### src/rtl/mem_access_stage.sv
// Memory-access stage: latches one EX op per handshake, runs loads/stores a byte at a time
// over the 8-bit RAM port and issues registered single-cycle register-file writes.
module mem_access_stage #(
  parameter int ADDR_WIDTH     = 17,
  parameter int REG_ADDR_WIDTH = 5,
  parameter int DATA_WIDTH     = 32
) (
  input  logic                      clk,
  input  logic                      rst,
  input  logic                      ex_valid,
  output logic                      ex_ready,
  input  logic [3:0]                ex_mem_op,
  input  logic [DATA_WIDTH-1:0]     ex_alu_result,
  input  logic [DATA_WIDTH-1:0]     ex_store_data,
  input  logic                      ex_rd_enable,
  input  logic [REG_ADDR_WIDTH-1:0] ex_rd_addr,
  output logic [ADDR_WIDTH-1:0]     mem_addr,
  output logic                      mem_wr,
  output logic [7:0]                mem_dout,
  input  logic [7:0]                mem_din,
  output logic                      write_enable,
  output logic [REG_ADDR_WIDTH-1:0] write_addr,
  output logic [DATA_WIDTH-1:0]     write_data
);

  typedef enum logic [1:0] {IDLE, LOAD, STORE} state_t;

  state_t                    state_reg, state_next;
  logic [2:0]                cnt_reg, cnt_next;
  logic [2:0]                len_reg, len_next;
  logic                      sext_reg, sext_next;
  logic                      rd_en_reg, rd_en_next;
  logic [REG_ADDR_WIDTH-1:0] rd_addr_reg, rd_addr_next;
  logic [DATA_WIDTH-1:0]     store_data_reg, store_data_next;
  logic [2:0][7:0]           lane_reg, lane_next;

  logic [ADDR_WIDTH-1:0]     mem_addr_next;
  logic                      mem_wr_next;
  logic [7:0]                mem_dout_next;
  logic                      write_enable_next;
  logic [REG_ADDR_WIDTH-1:0] write_addr_next;
  logic [DATA_WIDTH-1:0]     write_data_next;

  logic       dec_load, dec_store, dec_sext;
  logic [2:0] dec_len;
  logic [2:0] step;
  logic [DATA_WIDTH-1:0] load_value;
  logic [7:0] store_lane [4];

  assign ex_ready = (state_reg == IDLE) && !rst;
  // step is the index of the edge being processed, counting the accept edge as 0
  assign step = cnt_reg + 3'd1;

  for (genvar gi = 0; gi < 4; gi++) begin : g_store_lane
    assign store_lane[gi] = store_data_reg[8*gi +: 8];
  end

  always_comb begin
    dec_load  = 1'b0;
    dec_store = 1'b0;
    dec_sext  = 1'b0;
    dec_len   = 3'd0;
    case (ex_mem_op)
      4'd1: begin dec_load  = 1'b1; dec_len = 3'd1; dec_sext = 1'b1; end
      4'd2: begin dec_load  = 1'b1; dec_len = 3'd2; dec_sext = 1'b1; end
      4'd3: begin dec_load  = 1'b1; dec_len = 3'd4; end
      4'd4: begin dec_load  = 1'b1; dec_len = 3'd1; end
      4'd5: begin dec_load  = 1'b1; dec_len = 3'd2; end
      4'd6: begin dec_store = 1'b1; dec_len = 3'd1; end
      4'd7: begin dec_store = 1'b1; dec_len = 3'd2; end
      4'd8: begin dec_store = 1'b1; dec_len = 3'd4; end
      default: ;
    endcase
  end

  // The last byte is taken straight from mem_din on the finishing edge.
  always_comb begin
    case (len_reg)
      3'd1:    load_value = {{24{sext_reg & mem_din[7]}}, mem_din};
      3'd2:    load_value = {{16{sext_reg & mem_din[7]}}, mem_din, lane_reg[0]};
      default: load_value = {mem_din, lane_reg[2], lane_reg[1], lane_reg[0]};
    endcase
  end

  always_comb begin
    state_next        = state_reg;
    cnt_next          = cnt_reg;
    len_next          = len_reg;
    sext_next         = sext_reg;
    rd_en_next        = rd_en_reg;
    rd_addr_next      = rd_addr_reg;
    store_data_next   = store_data_reg;
    lane_next         = lane_reg;
    mem_addr_next     = mem_addr;
    mem_wr_next       = 1'b0;
    mem_dout_next     = mem_dout;
    write_enable_next = 1'b0;
    write_addr_next   = write_addr;
    write_data_next   = write_data;

    case (state_reg)
      IDLE: begin
        if (ex_valid) begin
          cnt_next        = 3'd0;
          len_next        = dec_len;
          sext_next       = dec_sext;
          rd_en_next      = ex_rd_enable;
          rd_addr_next    = ex_rd_addr;
          store_data_next = ex_store_data;
          if (dec_load) begin
            state_next    = LOAD;
            mem_addr_next = ex_alu_result[ADDR_WIDTH-1:0];
          end else if (dec_store) begin
            state_next    = STORE;
            mem_addr_next = ex_alu_result[ADDR_WIDTH-1:0];
            mem_dout_next = ex_store_data[7:0];
            mem_wr_next   = 1'b1;
          end else begin
            write_data_next   = ex_alu_result;
            write_addr_next   = ex_rd_addr;
            write_enable_next = ex_rd_enable && (ex_rd_addr != '0);
          end
        end
      end

      LOAD: begin
        cnt_next = step;
        if (step < len_reg)
          mem_addr_next = mem_addr + ADDR_WIDTH'(1);
        for (int i = 0; i < 3; i++)
          if (step == 3'(i + 2))
            lane_next[i] = mem_din;
        if (step == len_reg + 3'd1) begin
          state_next        = IDLE;
          write_data_next   = load_value;
          write_addr_next   = rd_addr_reg;
          write_enable_next = rd_en_reg && (rd_addr_reg != '0);
        end
      end

      STORE: begin
        cnt_next = step;
        if (step < len_reg) begin
          mem_addr_next = mem_addr + ADDR_WIDTH'(1);
          mem_dout_next = store_lane[step[1:0]];
          mem_wr_next   = 1'b1;
        end else begin
          state_next = IDLE;
        end
      end

      default: state_next = IDLE;
    endcase
  end

  always_ff @(posedge clk or posedge rst) begin
    if (rst) begin
      state_reg      <= IDLE;
      cnt_reg        <= '0;
      len_reg        <= '0;
      sext_reg       <= 1'b0;
      rd_en_reg      <= 1'b0;
      rd_addr_reg    <= '0;
      store_data_reg <= '0;
      lane_reg       <= '0;
      mem_addr       <= '0;
      mem_wr         <= 1'b0;
      mem_dout       <= '0;
      write_enable   <= 1'b0;
      write_addr     <= '0;
      write_data     <= '0;
    end else begin
      state_reg      <= state_next;
      cnt_reg        <= cnt_next;
      len_reg        <= len_next;
      sext_reg       <= sext_next;
      rd_en_reg      <= rd_en_next;
      rd_addr_reg    <= rd_addr_next;
      store_data_reg <= store_data_next;
      lane_reg       <= lane_next;
      mem_addr       <= mem_addr_next;
      mem_wr         <= mem_wr_next;
      mem_dout       <= mem_dout_next;
      write_enable   <= write_enable_next;
      write_addr     <= write_addr_next;
      write_data     <= write_data_next;
    end
  end

endmodule

### config.mk
export PLATFORM = sky130hd
export DESIGN_NAME = mem_access_stage
export DESIGN_NICKNAME = d
export VERILOG_FILES = /design/src/rtl/mem_access_stage.sv
export SDC_FILE = /design/constraint.sdc
export NUM_CORES = 1
export LEC_CHECK = 0
export CAP_MARGIN = 10
export CELL_PAD_IN_SITES_DETAIL_PLACEMENT = 0
export CELL_PAD_IN_SITES_GLOBAL_PLACEMENT = 1
export CORE_ASPECT_RATIO = 0.6
export CORE_MARGIN = 2
export CORE_UTILIZATION = 36
export CTS_CLUSTER_SIZE = 14
export DETAILED_ROUTE_END_ITERATION = 8
export GPL_ROUTABILITY_DRIVEN = 0
export PLACE_DENSITY_LB_ADDON = 0.1
export SLEW_MARGIN = 20
export SYNTH_ARGS = -nofsm -noshare
export SYNTH_HDL_FRONTEND = slang
export SYNTH_SLANG_ARGS = --single-unit
### constraint.sdc
create_clock -name clk -period 4.2 [get_ports clk]
set_input_delay 0.63 -clock clk [delete_from_list [all_inputs] [get_ports clk]]
set_output_delay 0.63 -clock clk [all_outputs]
set_load 0.02 [all_outputs]
**Word level (Yosys, flattened, before mapping)**

Cells that the tools add are included.
Widths: inputs -> output; s select.

- Muxes and demuxes: 46
- $lt $le $gt $ge: 2
- Divide/modulo/power cells: 0
- Eq/ne operators: 25
- Multipliers: 0
- Add/sub/neg operators: 3
- Bitwise gates (word level): 2
- Reductions and logical operators: 26
- Shifts and indexed selects: 0

Operators with widths:

| kind | count |
|---|---|
| $mux 32 | 4 |
| $pmux 32 s2 | 2 |
| $mux 17 | 4 |
| $mux 8 | 6 |
| $pmux 17 s2 | 1 |
| $mux 5 | 4 |
| $add 17x1->17 const B | 1 |
| $bmux 8 s2 | 1 |
| $eq 4x3->1 const B | 4 |
| $pmux 8 s2 | 1 |
| $ne 2x2->1 const B | 7 |
| $mux 1 | 11 |
| $mux 2 | 5 |
| $pmux 5 s2 | 1 |
| $reduce_and 2->1 | 5 |
| $reduce_and 5->1 | 2 |
| $reduce_bool 5->1 | 2 |
| $eq 3x2->1 const B | 3 |
| $pmux 3 s3 | 1 |
| $reduce_or 3->1 | 3 |
| $eq 4x2->1 const B | 2 |
| $reduce_and 4->1 | 2 |
| $add 3x1->3 const B | 2 |
| $pmux 2 s3 | 1 |
| other kinds (22) | 29 |

- Bits in latches: 0
- Register bits: 135
- Memories: 0
- Memory bits (read-only): 0
- Word-level logic and storage cells: 120
- Bits in writable memories: 0

**Depth between registers and ports, before layout**

Gate-level depths: netlist of run 1.

- Depth after elaboration: 7
- Mapped depth: 12
- Gate-level depth less buffers: 9

**Worst setup path before layout of run 1**

Ideal clock, no wire load.

- Kind: flip-flop to flip-flop
- Start: reg cnt_reg[0]
- End: reg mem_addr[12]
- Arrival time: 2.914 ns
- Required time: 4.074 ns
- Period minus slack after synthesis: 3.039 ns
- Library setup time: 0.126 ns
- Setup slack: 1.161 ns
- Stages on the path, launching flop included: 13
- Cells stage by stage: dfrtp_1 > buf_1 > inv_1 > ha_1 > clkbuf_1 > inv_1 > ha_1 > nand2_1 > o211a_1 > o21ai_1 > clkbuf_1 > a21oi_1 > a2bb2oi_1

- Word-level cells in the longest chain between the ends: 4

Ends and longest elaborated chain:

| what | line | source |
|---|---|---|
| from (decl) | 29 | `logic [2:0] cnt_reg, cnt_next;` |
| from (signal assigned) | 174 | `cnt_reg <= cnt_next;` |
| $add 3x1->3 | 52 | `assign step = cnt_reg + 3'd1;` |
| $lt 3x3->1 | 128, 143 |  |
| $ne 2x1->1 (no source line) | -- |  |
| $reduce_and 4->1 (no source line) | -- |  |
| to (signal assigned) | 181 | `mem_addr <= mem_addr_next;` |
| to (decl) | 17 | `output logic [ADDR_WIDTH-1:0] mem_addr,` |

Every way passes these cells.
A chain may end at the register's enable or synchronous reset.

**Worst setup path after layout of run 1**

- Start: reg cnt_reg[0]
- End: reg write_data[5]

- Word-level cells in the longest chain between the ends: 4

Ends and longest elaborated chain:

| what | line | source |
|---|---|---|
| $add 3x1->3 | 52 |  |
| $eq 3x3->1 | 133 | `if (step == len_reg + 3'd1) begin` |
| $ne 2x2->1 (no source line) | -- |  |
| $reduce_and 5->1 (no source line) | -- |  |
| to (signal assigned) | 186 | `write_data <= write_data_next;` |
| to (decl) | 23 | `output logic [DATA_WIDTH-1:0] write_data` |

Every way passes these cells.

==> results of run 1 <==
==> layout make-up <==
type	count	area (sq um)
clock inverters	15	133.9
flip-flops and latches	135	3378
multi-input cells	391	3079
repair buffers	161	1607
clock buffers	17	425.4
fillers	1618	9171
inverters	17	67.56
well taps	240	300.3
==> through the flow <==
step | area [sq um] | setup WS [ps] | util (%)
2_1_floorplan | 6710 | 1161 | -
3_3_place_gp | 8424 | 834.1 | 46.38
3_5_place_dp | 8432 | 700.9 | 46.42
4_1_cts | 8991 | 1038 | 49.50
5_1_grt | 8991 | 825.5 | 49.50
6_report | 8991 | 1073 | 49.50
==> critical path, cell delays in order, from the launching register on <==
cell     delay, ps
dfrtp_1        650
inv_1           90
ha_1           300
buf_4          200
xor2_1         210
o31ai_4        370
and2_1         750
mux2_2         410
==> report_power, final <==
| part | total, mW | internal, mW | leakage [nW] | switching [mW] |
|---|---|---|---|---|
| Combinational | 3.48 | 1.69 | 1.80 | 1.79 |
| Sequential | 2.39 | 1.93 | 1.59 | 0.465 |
| Clock | 1.45 | 0.783 | 0.275 | 0.665 |
| Total | 7.32 | 4.40 | 3.66 | 2.92 |
==> cells in the final DEF (no fill, tap or decap), types with 6 or more instances in the layout <==
cell type / n
nand3_1: 11
buf_4: 10
nand4_1: 9
mux2i_1: 16
nand2_1: 29
a21oi_1: 48
mux4_2: 8
a22oi_1: 10
ha_1: 14
clkdlybuf4s50_1: 149
nor3_1: 7
inv_1: 15
o22a_1: 17
clkbuf_16: 17
o21ai_0: 18
a222oi_1: 7
and3_1: 6
dfrtp_1: 135
o31ai_1: 6
a22o_1: 16
nor2_1: 27
a2bb2oi_1: 11
mux2_2: 71
==> worst max-delay path by stage <==
| stage | from | end | slack [ps] | depth (start not counted) |
|---|---|---|---|---|
| final | cnt_reg[0] | write_data[5] | 1070 | 7 |
| after global routing | cnt_reg[0] | write_addr[4] | 830 | 8 |
| after CTS | cnt_reg[0] | write_addr[4] | 1040 | 8 |
| after detailed placement | ex_mem_op[3] | write_addr[4] | 700 | 7 |
| after global placement | ex_mem_op[3] | write_addr[4] | 830 | 7 |
| after floorplan | cnt_reg[0] | mem_addr[12] | 1160 | 12 |
==> cell families (layout without fill, tap and decap cells) <==
kind of cell	after synthesis	count (layout)	share of synthesized area, %
mux	95	95	17.00
fa+ha+maj	14	14	2.612
buf+inv	59	210	3.750
simple gates	114	114	8.302
xor+xnor	5	5	0.7651
flops	135	135	50.37
compound gates	163	163	17.20
==> layer usage <==
metal	track usage (%)	up-vias	wire length [um]
li1	-	2473	-
met1	32.49	2728	10290
met2	28.00	172	7976
met3	3.478	17	1138
met4	6.164	0	197
met5	0	-	0
==> metrics.txt, run 1 <==
max-slew violation count 0; Final Non-Filler Cells 976; final count of hold timing violations 0; Main synth FF type dfrtp_1; Setup Fix Bufs, Post-CTS 0; # clock sinks 135; CTS Root Cell clkbuf_16; Post-DRT Antenna Nets 0; WHS Path Cells 1; Pleak 3.663 nW; area leader, netlist dfrtp_1; Post-Route WL 19.60 mm; syn nets 684; DRC 0; Layout area overhead 34.07%; Unique masters post-synth 57; vias in the first global route 5,420; hold path endpoint rd_en_reg; Synth top cells by count 135 x dfrtp_1, 71 x mux2_2, 48 x a21oi_1; R2R setup slack 1070 ps; worst path required time 4490 ps; Reg2Reg Depth 7; initial core utilization 36.92%; EDFF count, synth 0; PwrDens 814.1 nW/um^2; status finished clean; Final TNS setup 0 ps; Antenna Cells 0; post-detail-place hpwl 13.99 mm; first-pass GRT wire length 31.13 mm; Core Rows 38; Post-Synthesis Cells 585; CTS clk-pin slew, worst paths 60 ps; Cell Area, Synth 6706 sq um; Bufs on Longest Clock Path 2; Final period util 74.45%; Crit Path Category reg -> reg; Clock Skews 15.27 ps; post-DR vias/cell 5.523; total power 7.320 mW; CTS tree yes; final global-route overflow total 0; Slew HR 36.09%; hold_ws 497.0 ps; RSZ-0062 raised after global routing false; Peak VDD IR 0.3703 mV; CP max FO 18; placed insts 944; Skew-Pair Late Insertion Delay 420 ps; CP arrival 3420 ps; minimum clock period 3127 ps; core area 18,160 sq um; worst hold start rd_en_reg; initial antenna violation count 0; Avg WL per Cell 20.08 um; CTS buffer count 17; Hold Buf Count CTS 0; post-CTS sizing 0; Synth top area share 50.37%; post-synthesis register bit count 135; H-tree depth 4; Syn Area/Cell 11.46 sq um; Synth async-reset ratio 100.0%; die footprint 19,770 sq um; top post-synthesis cells by area dfrtp_1 50%, mux2_2 12%, a21oi_1 3.6%; port bufs 149; via count 5,390; worst hold path type reg -> reg; largest net degree at the start of global routing 52; MaxCap Viol Count 0; Overall Global Routing Usage 20.50%; Die Y 109.7 um; crit end category flip-flop; final net count 822; most common cell in the netlist dfrtp_1; Least-Margin Pin Slew 958.6 ps; Seq/Total Area, Yosys 50.37%; reg2reg end write_data[5]; Top Ports 150; Horiz. Die Dim 180.2 um; initial DRC count 416; drt pass-1 iters 8; synthesis warning total 0; RR Startpoint cnt_reg[0]; Max Clk Rate 319.8 MHz; share of layout cells above drive strength 1 17.80%; Critical Path Start Type flip-flop; Final setup viols 0
(Power assumes the default switching activity.)
==> run 2, diff against run 1 <==
CORE_UTILIZATION = 38   (was 36)
clock period = 3.1 ns   (was 4.2 ns; I/O delays follow)
==> run 2 against run 1 <==
Critical endpoint is now ex_ready; via count is 1.5% lower; largest cell class unchanged; worst hold slack better by 1.9 ps; clock skew is 4.9 ps lower; sequential power is 36% higher; die area is 5.1% lower; non-clock buffer count is 10 higher; wire length is 5.1% lower; first-iteration DRC count is 13% lower; critical path depth is 3 lower; critical path type is now reg -> out; sequential cell count stayed put.
==> metrics.txt, run 2 (synthesized netlist as in run 1, its figures left out) <==
Final TNS setup 0 ps (unchanged); crit end category output port (was flip-flop); drt pass-1 iters 6 (was 8); MaxCap Viol Count 0 (unchanged); Slowest cell on crit path clkdlybuf4s50_1 (was and2_1); initial DRC count 364 (was 416); Overall Global Routing Usage 20.86% (was 20.50%); worst hold path type reg -> reg (unchanged); M3 GR Usage 6.738% (was 3.478%); max-slew violation count 0 (unchanged); Final period util 85.51%; PwrDens 1112 nW/um^2 (was 814.1 nW/um^2); Antenna Cells 0 (unchanged); CP arrival 2190 ps (was 3420 ps); initial core utilization 38.94% (was 36.92%); H-tree depth 4 (unchanged); Peak VDD IR 0.5066 mV (was 0.3703 mV); # clock sinks 135 (unchanged); FF/Latch Area 3378 sq um (unchanged); area of the multi-input gates 3079 sq um (unchanged); Horiz. Die Dim 175.5 um (was 180.2 um); Final setup viols 0 (unchanged); port bufs 149 (unchanged); status finished clean (unchanged); post-DR vias/cell 5.416 (was 5.523); Top Ports 150 (unchanged); Least-Margin Pin Slew 929.5 ps (was 958.6 ps); final count of hold timing violations 0 (unchanged); Largest stage delay, worst path 610 ps (was 750 ps); core area 17,220 sq um (was 18,160 sq um); Avg WL per Cell 18.98 um (was 20.08 um); largest net degree at the start of global routing 87 (was 52); share of layout cells above drive strength 1 18.63% (was 17.80%); first-pass GRT wire length 29.94 mm (was 31.13 mm); post-detail-place hpwl 13.54 mm (was 13.99 mm); Bufs on Longest Clock Path 2 (unchanged); final global-route overflow total 0 (unchanged); via count 5,308 (was 5,390); minimum clock period 2651 ps; final net count 832 (was 822); Layout area overhead 35.82% (was 34.07%); CTS Root Cell clkbuf_16 (unchanged); commonest non-fill, non-tap cell in the layout clkdlybuf4s50_1 (unchanged); Post-Route WL 18.61 mm (was 19.60 mm); Post-DRT Antenna Nets 0 (unchanged); Crit Path Category reg -> out (was reg -> reg); CTS clk-pin slew, worst paths 60 ps (about the same); Util after Layout 52.89% (was 49.50%); DRC 0 (unchanged); worst path required time 2630 ps (was 4490 ps); Hold Buf Count CTS 0 (unchanged); met2 Resource Use GR 28.18% (was 28.00%); vias in the first global route 5,358 (was 5,420); R2R setup slack 490 ps (was 1070 ps); Slew HR 38.03% (was 36.09%); grt met1 use 32.16% (was 32.49%); Skew-Pair Late Insertion Delay 420 ps (about the same); die footprint 18,760 sq um (was 19,770 sq um); Pleak 3.728 nW (was 3.663 nW); Core Rows 37 (was 38); Max Clk Rate 377.2 MHz; CP max FO 13 (was 18); GR peak layer met1 (unchanged); CTS tree yes (unchanged); most frequent cells in the layout 149 x clkdlybuf4s50_1, 135 x dfrtp_1, 71 x mux2_2 (unchanged); Die Y 106.9 um (was 109.7 um); Critical Path Start Type flip-flop (unchanged); Setup Fix Bufs, Post-CTS 0 (unchanged); initial antenna violation count 0 (unchanged); post-CTS sizing 0 (unchanged); CTS buffer count 17 (unchanged); worst-path cell chain inv_1, ha_1, nor2b_1, clkdlybuf4s50_1 (was inv_1, ha_1, buf_4, xor2_1, o31ai_4, and2_1, mux2_2); # fillers 1,503 (was 1,618); RSZ-0062 raised after global routing false (unchanged); Clock Skews 10.39 ps (was 15.27 ps)
## run 2: cell count changes in the layout (fill, tap and decap cells not counted), moves of 2 or more
cell / previous run / this run
inv_6: 5 / 1
bufinv_16: 0 / 4
inv_8: 5 / 0
clkbuf_1: 0 / 2
buf_4: 10 / 21
## run 2: power by group
group / total, mW / internal, mW / switching [mW]
Clock: 2.14 / 1.37 / 0.771
Sequential: 3.24 / 2.62 / 0.620
Combinational: 4.76 / 2.34 / 2.42
Total: 10.1 / 6.32 / 3.81
## run 2: final timing paths
kind                              startpoint            endpoint  depth (start not counted)
worst min register to register     rd_en_reg           rd_en_reg                          1
worst max register to register    cnt_reg[0]       write_data[6]                          9
worst min-delay path               rd_en_reg           rd_en_reg                          1
min in group asynchronous                rst  store_data_reg[20]                          3
worst max-delay path            state_reg[1]            ex_ready                          4
max in group asynchronous                rst      write_data[28]                          3
## run 2: area by class of cell
class,count,area share (%)
clock buffer,20,4.904
tap,234,3.214
multi-input combinational,391,33.80
clock inverter,12,1.923
inverter,17,0.7418
sequential,135,37.09
timing repair buffer,171,18.32
## run 2: worst max-delay path: cells and delay by family, from the launching register on
family / cells / cell delay, ps
flip-flops: 1 / 380
buffers and inverters: 2 / 710
AND/OR/NAND/NOR: 1 / 200
adder cells (fa/ha/maj): 1 / 480
## run 2: layer usage
layer / routed length (um) / vias up
met5: 0 / -
met4: 114 / 0
met3: 1394 / 10
met2: 7644 / 177
met1: 9451 / 2631
li1: - / 2490
## run 2: per-stage QoR
stage | setup slack, ps | instance area (sq um) | power, mW | instances | hold WS, ps
2_1_floorplan | 60.72 | 6710 | 6.214 | 585 | 448.9
3_5_place_dp | 377.2 | 8487 | 8.013 | 948 | 486.1
3_3_place_gp | 422.9 | 8487 | 7.872 | 948 | 463.3
4_1_cts | 424.8 | 9109 | 10.20 | 980 | 499.8
6_report | 449.2 | 9109 | 10.13 | 980 | 498.8
5_1_grt | 279.2 | 9109 | 10.80 | 980 | 514.5
